$ cat config.mk
export PLATFORM = sky130hd
export DESIGN_NAME = sniffer_cmd_ctrl
export DESIGN_NICKNAME = d
export VERILOG_FILES = /design/src/rtl/sniffer_cmd_ctrl.sv
export SDC_FILE = /design/constraint.sdc
export NUM_CORES = 1
export LEC_CHECK = 0
export CORE_UTILIZATION = 42
export CTS_CLUSTER_SIZE = 30
export DETAILED_ROUTE_END_ITERATION = 8
export HOLD_SLACK_MARGIN = 0.06
export PLACE_DENSITY = 0.74
export SYNTH_ARGS = -nofsm -noshare
export SYNTH_HDL_FRONTEND = slang
export SYNTH_SLANG_ARGS = --single-unit
$ cat constraint.sdc
create_clock -name clk -period 1.5 [get_ports clk]
set_input_delay 0.3 -clock clk [delete_from_list [all_inputs] [get_ports clk]]
set_output_delay 0.3 -clock clk [all_outputs]
set_load 0.02 [all_outputs]
$ cat src/rtl/sniffer_cmd_ctrl.sv
// sniffer_cmd_ctrl
//   Turns command bytes from a UART Rx FIFO into ULPI register accesses and
//   returns one response byte per command to the UART Tx side.
//   Command byte: bit7 = write, bit6 must be 0, bits5:0 = register address.
//   A write command is followed by one data byte. Responses: read data,
//   0x06 (write acknowledged) or 0x15 (invalid command / access timeout).
//
// Ports
//   clk, rst              : clock, asynchronous active-high reset
//   rx_data/rx_empty      : FWFT head of the Rx FIFO; rx_nxt pops it
//   tx_data/tx_send       : response byte and its write strobe; tx_full stalls
//   reg_addr/reg_wdata/
//   reg_we/reg_req        : register access request held until reg_done
//   reg_rdata/reg_done    : access completion pulse and read value
//   busy                  : FSM not idle
//   err                   : sticky error since reset
module sniffer_cmd_ctrl #(
  parameter int unsigned TIMEOUT = 1023
) (
  input  logic       clk,
  input  logic       rst,
  input  logic [7:0] rx_data,
  input  logic       rx_empty,
  output logic       rx_nxt,
  output logic [7:0] tx_data,
  output logic       tx_send,
  input  logic       tx_full,
  output logic [5:0] reg_addr,
  output logic [7:0] reg_wdata,
  output logic       reg_we,
  output logic       reg_req,
  input  logic [7:0] reg_rdata,
  input  logic       reg_done,
  output logic       busy,
  output logic       err
);

  localparam int unsigned CW = $clog2(TIMEOUT + 1);
  // Count value held in the last allowed ACCESS cycle.
  localparam logic [CW-1:0] CNT_LAST = CW'(TIMEOUT - 1);

  localparam logic [7:0] RESP_ACK = 8'h06;
  localparam logic [7:0] RESP_NAK = 8'h15;

  typedef enum logic [1:0] {
    IDLE,
    GET_DATA,
    ACCESS,
    RESPOND
  } state_e;

  state_e        state_q, state_d;
  logic [5:0]    addr_q, addr_d;
  logic          we_q, we_d;
  logic [7:0]    wdata_q, wdata_d;
  logic [7:0]    resp_q, resp_d;
  logic          err_q, err_d;
  logic [CW-1:0] cnt_q, cnt_d;
  logic          popped_q, popped_d;

  always_ff @(posedge clk or posedge rst) begin
    if (rst) begin
      state_q  <= IDLE;
      addr_q   <= '0;
      we_q     <= 1'b0;
      wdata_q  <= '0;
      resp_q   <= '0;
      err_q    <= 1'b0;
      cnt_q    <= '0;
      popped_q <= 1'b0;
    end else begin
      state_q  <= state_d;
      addr_q   <= addr_d;
      we_q     <= we_d;
      wdata_q  <= wdata_d;
      resp_q   <= resp_d;
      err_q    <= err_d;
      cnt_q    <= cnt_d;
      popped_q <= popped_d;
    end
  end

  logic pop;

  always_comb begin
    state_d  = state_q;
    addr_d   = addr_q;
    we_d     = we_q;
    wdata_d  = wdata_q;
    resp_d   = resp_q;
    err_d    = err_q;
    cnt_d    = '0;
    popped_d = 1'b0;
    pop      = 1'b0;
    reg_req  = 1'b0;
    tx_send  = 1'b0;

    unique case (state_q)
      IDLE: begin
        if (!rx_empty) begin
          pop    = 1'b1;
          addr_d = rx_data[5:0];
          we_d   = rx_data[7];
          if (rx_data[6]) begin
            resp_d  = RESP_NAK;
            err_d   = 1'b1;
            state_d = RESPOND;
          end else if (rx_data[7]) begin
            state_d = GET_DATA;
          end else begin
            state_d = ACCESS;
          end
        end
      end

      GET_DATA: begin
        // rx_empty may still describe the byte just popped; skip that cycle.
        if (!popped_q && !rx_empty) begin
          pop     = 1'b1;
          wdata_d = rx_data;
          state_d = ACCESS;
        end
      end

      ACCESS: begin
        reg_req = 1'b1;
        cnt_d   = cnt_q + 1'b1;
        // Completion takes priority over a timeout in the same cycle.
        if (reg_done) begin
          resp_d  = we_q ? RESP_ACK : reg_rdata;
          state_d = RESPOND;
        end else if (cnt_q == CNT_LAST) begin
          resp_d  = RESP_NAK;
          err_d   = 1'b1;
          state_d = RESPOND;
        end
      end

      RESPOND: begin
        if (!tx_full) begin
          tx_send = 1'b1;
          state_d = IDLE;
        end
      end

      default: state_d = IDLE;
    endcase

    popped_d = pop;
  end

  // Reset leaves the state at IDLE, where a non-empty FIFO would otherwise pop.
  assign rx_nxt    = pop && !rst;
  assign tx_data   = resp_q;
  assign reg_addr  = addr_q;
  assign reg_we    = we_q;
  assign reg_wdata = wdata_q;
  assign busy      = (state_q != IDLE);
  assign err       = err_q;

endmodule

Word level (Yosys, flattened, before mapping) --
Index checks and enable logic that the tools add are counted. W data, S select, Z words.
Cells by class: $add $sub $neg 1, equal/unequal tests 11, muxes and demuxes 26, bitwise gates (word level) 1, reduce and logical (&&, ||, !) cells 13
Operators by type and width (number):
- $mux W8 | 5
- $pmux W8 S2 | 1
- $mux W2 | 7
- $ne A2 B2 Y1 const B | 6
- $add A10 B1 Y10 const B | 1
- $eq A10 B10 Y1 const B | 1
- $mux W10 | 1
- $mux W1 | 9
- $pmux W2 S4 | 1
- $reduce_and A4 Y1 | 2
- $reduce_and A5 Y1 | 1
- $eq A2 B2 Y1 const B | 2
- $pmux W1 S2 | 2
- $reduce_and A2 Y1 | 2
- $reduce_bool A2 Y1 | 2
- $logic_not A1 Y1 | 3
- $ne A3 B3 Y1 const B | 1
- $eq A2 B1 Y1 const B | 1
- $logic_and A1 B1 Y1 | 2
- $logic_not A2 Y1 | 1
- $not A1 Y1 | 1
Word-level totals: register bits 37, input port bits 21

Logic depth before layout (Yosys ltp) --
Gate-level depths: netlist of the first run.
word-level depth 5, depth in mapped cells 7, depth with buffers taken out 6

Least setup slack after synthesis of the first run --
Ideal clock, no wire load.
kind reg-to-output, start point reg state_q[0], end point out rx_nxt, arrival time 1.557 ns, setup slack -0.357 ns, cell stages (with the launch flop) 7, cells stage by stage dfrtp_1 inv_1 ha_1 inv_1 nor2_2 or2_2 and2_1
Between the ends: longest elaborated chain between the ends 3
RTL lines:
- start, declared | RTL line 52 | state_e state_q, state_d;
- start signal, assigned | RTL line 72 | state_q <= state_d;
- $eq A2 B1 Y1 / $logic_not A2 Y1 (equally long branches) | RTL line 98 | unique case (state_q)
- $pmux W1 S2 (*) | RTL line 98
- via pop | RTL line 83 | logic pop;
- $logic_and A1 B1 Y1 (*) | RTL line 153 | assign rx_nxt = pop && !rst;
- end, declared | RTL line 24 | output logic rx_nxt,
Mark *: on every way through the listed nets, which the timed path passes. The rest lies on a longest branch.

Worst setup path in the final report of the first run --
start point reg state_q[1], end point out rx_nxt
Same word-level chain as after synthesis.

==> metrics.yaml, run 1 <==
status: "complete, but fails checks"
violations: "negative setup slack"
clk_path_buf_depth: 2
dr.pass1.iters: 4
syn_area_per_cell_um2: 11.89
wl_per_cell_um: 14.43
max-slew-margin-rel_pct: 68.90
grt_max_degree: 38
max-vdd-ir-drop_mv: 1.163
synth_top_family_by_area: "simple AND/OR/NAND/NOR gates"
clock-root-buffer: "clkbuf_8"
pwr-share-comb_pct: 51.8
layout_common_cells: "dfrtp_1, buf_4, dlygate4sd2_1"
slew_viol_final: 0
drtIter0Drc: 82
synthSimpleGateAreaFrac_pct: 13.98
max_freq_mhz: 545.4
ant_nets: 0
final_hold_viol_count: 0
period_minus_slack_ns: 1.834
core_area_um2: 3744
antenna_found_initial: 0
muxShareOfSynthArea_pct: 11.28
syn-cell-area_um2: 1664
skew_ns: 0.003599
crit_start: "state_q[1]$_DFFE_PP0P_"
critPathMaxFanout: 3
synth-seq-cells: 37
htreeDepth: 2
gp_congestion: 0.7859
grt_pass1_wl_um: 6789
critPathArrivalTime_ns: 1.53
placed_area_um2: 2422
nNetsFinal: 253
synth-seq-area-share_pct: 55.64
place_hpwl_um: 2773
synth.distinct_cells: 32
die_h_um: 64.95
track_usage_pct: 21.64
drc: 0
clock-sinks: 37
p_sw_share_pct: 36.26
fin_area_um2: 2636
antenna_cells: 0
yosysWarnings: 0
p_sw_uw: 1834
setup_viol: 15
seqPwrFrac_pct: 30.8
io_pins: 49
critPathRequiredTime_ns: 1.20
syn-num-nets: 167
dp_cells: 262
finalCritPeriodShare_pct: 122.2
criticalPathCategory: "reg -> out"
rsz0062_at_grt: "yes"
synth_flop_cell: "dfrtp_1"
clkTransAtPathRegs_ns: 0.07
powerDensity_nw_per_um2: 1919
synth-edff-count: 0
setup_ws_ns: -0.3337
num_rows: 22
r2r-start: "state_q[0]$_DFFE_PP0P_"
finalNonFillerCells: 275
synth_cells: 140
cts_tree: "yes"
syn_to_final_growth_pct: 58.42
clk_latency_ns: 0.29
fin_util_pct: 70.42
nFillCells: 304
worstMarginPinSlew_ns: 0.4666
internal_power_uw: 3224
p_clk_share_pct: 17.4
async_reset_ff_share_pct: 100.0
drv_cap: 0
hold_class: "reg -> reg"
synth_xor_xnor_area_share_pct: 3.158
wirelength_um: 3969
io_buffer_count: 48
vias: 1356
overflow: 0
synthAdderAreaFrac_pct: 4.511
leakage_uw: 0.001225
layout_commonest_cell: "dfrtp_1"
numCtsBuffers: 5
endpoint_kind: "output pin"
vias_per_cell: 4.931
layout-drive-gt1-share_pct: 36.56
start_kind: "flip-flop"
die-area_um2: 4218
r2r_slack_ns: -0.20
finalSetupTns_ns: -2.014
holdBufCountCts: 0
grt_pass1_vias: 1464
worstHoldStart: "err$_DFFE_PP0P_"
p_total_uw: 5058
dieWidth_um: 64.95
start_util_pct: 44.45
synth_compound_area_share_pct: 8.271
worst paths after layout:
path,endpoint,cells after the start
min in group asynchronous,state_q[1]$_DFFE_PP0P_,3
worst max register to register,err$_DFFE_PP0P_,8
worst max-delay path,rx_nxt,6
worst min-delay path,err$_DFFE_PP0P_,1
max in group asynchronous,cnt_q[1]$_DFF_PP0_,3
worst min register to register,err$_DFFE_PP0P_,1
synthesized netlist by cell type, drive strengths merged, types with 4 or more instances:
master	instances	share of area (%)
a21oi	6	1.8
a22o	4	2.1
and2	8	3.0
dfrtp	37	56
ha	6	4.5
inv	9	2.0
mux2	14	9.5
nor2	6	1.5
nor2b	4	1.5
o21ai	5	1.5
or3	4	1.5
xnor2	4	2.1
metal layers:
| layer | up-vias | track usage, % | share of wire (%) |
|---|---|---|---|
| met5 | - | 0 | 0 |
| met3 | 5 | 5.986 | 4.9 |
| li1 | 655 | - | - |
| met4 | 0 | 7.500 | 1.3 |
| met1 | 658 | 27.16 | 42 |
| met2 | 38 | 35.55 | 52 |
worst max-delay path: stages (launching register included):
cell	delay, ns
dfrtp_1	0.37
inv_2	0.08
ha_4	0.16
and2_4	0.13
or2_4	0.24
and2_4	0.14
buf_6	0.12
flip-flops by register name (all words and copies together), names as in the netlist:
| signal | count |
|---|---|
| err | 1 |
| cnt_q | 10 |
| popped_q | 1 |
| reg_wdata | 8 |
| reg_we | 1 |
| reg_addr | 6 |
| tx_data | 8 |
| state_q | 2 |
final cells by class:
type	instances	area, um^2	area share, %
Timing Repair Buffer	82	706.9	26.82
Tap cell	48	60.06	2.278
Inverter	9	40.04	1.519
Clock inverter	1	30.03	1.139
Clock buffer	7	86.33	3.275
Sequential cell	37	925.9	35.12
Multi-Input combinational cell	91	787.0	29.85
stage by stage:
step	hold WS, ns	worst slack, ns
2_1_floorplan	0.2640	-0.08683
3_3_place_gp	0.4561	-0.7115
3_5_place_dp	0.4689	-0.7195
4_1_cts	0.4794	-0.3280
5_1_grt	0.5049	-0.3820
6_report	0.4797	-0.3337
power groups by stage:
stage	Combinational, uW	Sequential [uW]	Clock [uW]
finish	2620	1560	881
global route	2820	1600	944
CTS	2540	1560	902
detailed placement	2500	1580	0
global placement	2440	1550	0
floorplan	931	1930	0
timing repair:
| item | 4_1_cts | 5_1_grt |
|---|---|---|
| resized for setup | 63 | 5 |
| endpoints found under the hold margin | 0 | 0 |
| pin swaps | 4 | 3 |
| cloned | 0 | 0 |
| setup endpoints to repair | 39 | 17 |
| setup buffers | 3 | 3 |
cell families after synthesis:
| logic type | count (synthesis) |
|---|---|
| compound gates | 21 |
| xor+xnor | 6 |
| fa+ha+maj | 6 |
| buf+inv | 12 |
| flops | 37 |
| mux | 17 |
| simple gates | 41 |
Power figures use the tool's default switching activity.
==> run 2, diff against run 1 <==
--- a/config.mk
+++ b/config.mk
@@ -5,11 +5,12 @@
 export SDC_FILE = /design/constraint.sdc
 export NUM_CORES = 1
 export LEC_CHECK = 0
+export CAP_MARGIN = 0
 export CORE_UTILIZATION = 42
 export CTS_CLUSTER_SIZE = 30
 export DETAILED_ROUTE_END_ITERATION = 8
 export HOLD_SLACK_MARGIN = 0.06
-export PLACE_DENSITY = 0.74
+export PLACE_DENSITY = 0.8
 export SYNTH_ARGS = -nofsm -noshare
 export SYNTH_HDL_FRONTEND = slang
 export SYNTH_SLANG_ARGS = --single-unit
==> constraint.sdc (replaced) <==
create_clock -name clk -period 1.5 [get_ports clk]
set_input_delay 0.45 -clock clk [delete_from_list [all_inputs] [get_ports clk]]
set_output_delay 0.45 -clock clk [all_outputs]
set_load 0.02 [all_outputs]
==> run 2 against run 1 <==
  * Sequential share of layout area stayed put
  * Final cell count stayed put
  * Register-to-register slack worse by 0.09 ns
  * Critical path depth is 1 higher
  * Die area stayed put
  * Worst hold slack better by 0.0098 ns
  * Combinational power is 3% higher
  * The run still ends with negative setup slack left
  * Fmax is 7.7% lower
  * Count of clock-buffer cells in the layout stayed put
  * Power is 1.1% lower
  * Sequential cell count stayed put
  * Cell area stayed put
==> metrics.yaml, run 2 (synthesized netlist as in run 1, its figures left out) <==
status: "complete, but fails checks"
violations: "negative setup slack"
worst_r2r_path_depth: 9
wirelength_um: 4405
clk_path_buf_depth: 2
largest_reg_flops: 10
die_h_um: 64.95
endpoint_kind: "output pin"
hold_class: "reg -> reg"
grt_max_degree: 38
die-area_um2: 4218
clk_latency_ns: 0.29
largest_register: "cnt_q"
htreeDepth: 2
dr.pass1.iters: 4
grt_pass1_vias: 1478
clock-sinks: 37
p_clk_share_pct: 15.0
vias: 1425
setup_ws_ns: -0.4873
fin_area_um2: 2636
vias_per_cell: 5.182
gp_congestion: 0.7550
slowest_stage: "dfrtp_1"
cts_tree: "yes"
period_minus_slack_ns: 1.987
skew_ns: 0.006369
wl_per_cell_um: 16.02
start_kind: "flip-flop"
worstMarginPinSlew_ns: 0.4650
seqPwrFrac_pct: 30.9
layout_commonest_cell: "dfrtp_1"
antenna_cells: 0
drc: 0
slew_viol_final: 0
critPathArrivalTime_ns: 1.54
num_rows: 22
final_hold_viol_count: 0
overflow: 0
max-vdd-ir-drop_mv: 0.9363
fin_util_pct: 70.42
ant_nets: 0
drv_cap: 0
finalCritPeriodShare_pct: 132.5
layout_common_cells: "dfrtp_1, buf_4, dlygate4sd2_1"
dieWidth_um: 64.95
grt_pass1_wl_um: 6879
p_total_uw: 5002
clock-root-buffer: "clkbuf_8"
rsz0062_at_grt: "yes"
setup_viol: 15
io_buffer_count: 48
pwr-share-comb_pct: 54.1
start_util_pct: 44.45
critPathRequiredTime_ns: 1.05
p_sw_share_pct: 37.49
critPathMaxFanout: 3
powerDensity_nw_per_um2: 1897
drtIter0Drc: 58
p_sw_uw: 1875
core_area_um2: 3744
crit_chain: "inv_2 > ha_4 > inv_4 > nor2_4 > or2_4 > and2_4 > buf_6"
numCtsBuffers: 5
hold_depth: 1
clkTransAtPathRegs_ns: 0.07
max-slew-margin-rel_pct: 69.00
max_freq_mhz: 503.2
place_hpwl_um: 2967
cpPeakStageDelay_ns: 0.40
nNetsFinal: 253
antenna_found_initial: 0
leakage_uw: 0.001243
placed_area_um2: 2422
criticalPathCategory: "reg -> out"
io_pins: 49
track_usage_pct: 22.40
internal_power_uw: 3127
syn_to_final_growth_pct: 58.42
layout-drive-gt1-share_pct: 37.00
-- run 2: cell count changes in the layout (fill, tap and decap cells not counted), moves of 2 or more --
| cell | delta |
|---|---|
| dlygate4sd2_1 | +2 |
| a21oi_1 | +2 |
| buf_6 | +6 |
| a21oi_2 | -2 |
| clkdlybuf4s50_1 | -2 |
| buf_4 | -6 |
-- run 2: area by class of cell --
| type | instances | area, um^2 |
|---|---|---|
| Fill cell | 266 | 1107 |
| Sequential cell | 37 | 925.9 |
| Multi-Input combinational cell | 91 | 782.0 |
| Timing Repair Buffer | 82 | 726.9 |
| Clock buffer | 7 | 96.34 |
| Tap cell | 48 | 60.06 |
| Inverter | 9 | 40.04 |
| Clock inverter | 1 | 5.005 |
-- run 2: power by group through the flow --
stage               registers, uW  clock network, uW  logic (uW)
CTS                          1540                766        2540
global placement             1540                  0        2430
finish                       1550                752        2700
global route                 1590                807        2900
floorplan                    1930                  0         933
detailed placement           1560                  0        2500
-- run 2: repair_timing --
action                                  CTS  global route
endpoints found under the setup margin   47            15
hold buffers                              0             0
cloned                                    0             0
resized for setup                        65            10
buffers inserted                          4             2
pin swaps                                14             1
endpoints found under the hold margin     0             0
-- run 2: worst max-delay path: cells and delay by family (launching register included) --
family / cells / cell delay, ns
buffers and inverters: 3 / 0.27
flip-flops: 1 / 0.40
adder cells (fa/ha/maj): 1 / 0.17
AND/OR/NAND/NOR: 3 / 0.41
-- run 2: metal layers --
| metal | GRT usage (%) | up-vias | part of all wire (%) |
|---|---|---|---|
| li1 | - | 662 | - |
| met1 | 25.37 | 698 | 40 |
| met2 | 39.97 | 54 | 52 |
| met3 | 5.106 | 11 | 5.2 |
| met4 | 9.444 | 0 | 2.1 |
| met5 | 0 | - | 0 |
-- run 2: through the flow --
step | instances | setup WS (ns) | setup TNS [ns] | hold WS (ns)
3_5_place_dp | 262 | -1.041 | -11.91 | 0.4823
2_1_floorplan | 140 | -0.2793 | -0.5123 | 0.4140
4_1_cts | 273 | -0.4586 | -1.773 | 0.4924
5_1_grt | 275 | -0.5179 | -3.925 | 0.5236
3_3_place_gp | 262 | -1.019 | -10.70 | 0.4632
6_report | 275 | -0.4873 | -3.259 | 0.4896
-- run 2: worst paths after layout --
check                                        from                endpoint  slack (ns)
max in group asynchronous                     rst  state_q[1]$_DFFE_PP0P_        0.47
hold reg to reg                   err$_DFFE_PP0P_         err$_DFFE_PP0P_        0.49
setup / recovery           state_q[0]$_DFFE_PP0P_                  rx_nxt       -0.49
setup reg to reg           state_q[0]$_DFFE_PP0P_         err$_DFFE_PP0P_       -0.29
min in group asynchronous                     rst      cnt_q[5]$_DFF_PP0_        0.70
hold / removal                    err$_DFFE_PP0P_         err$_DFFE_PP0P_        0.49
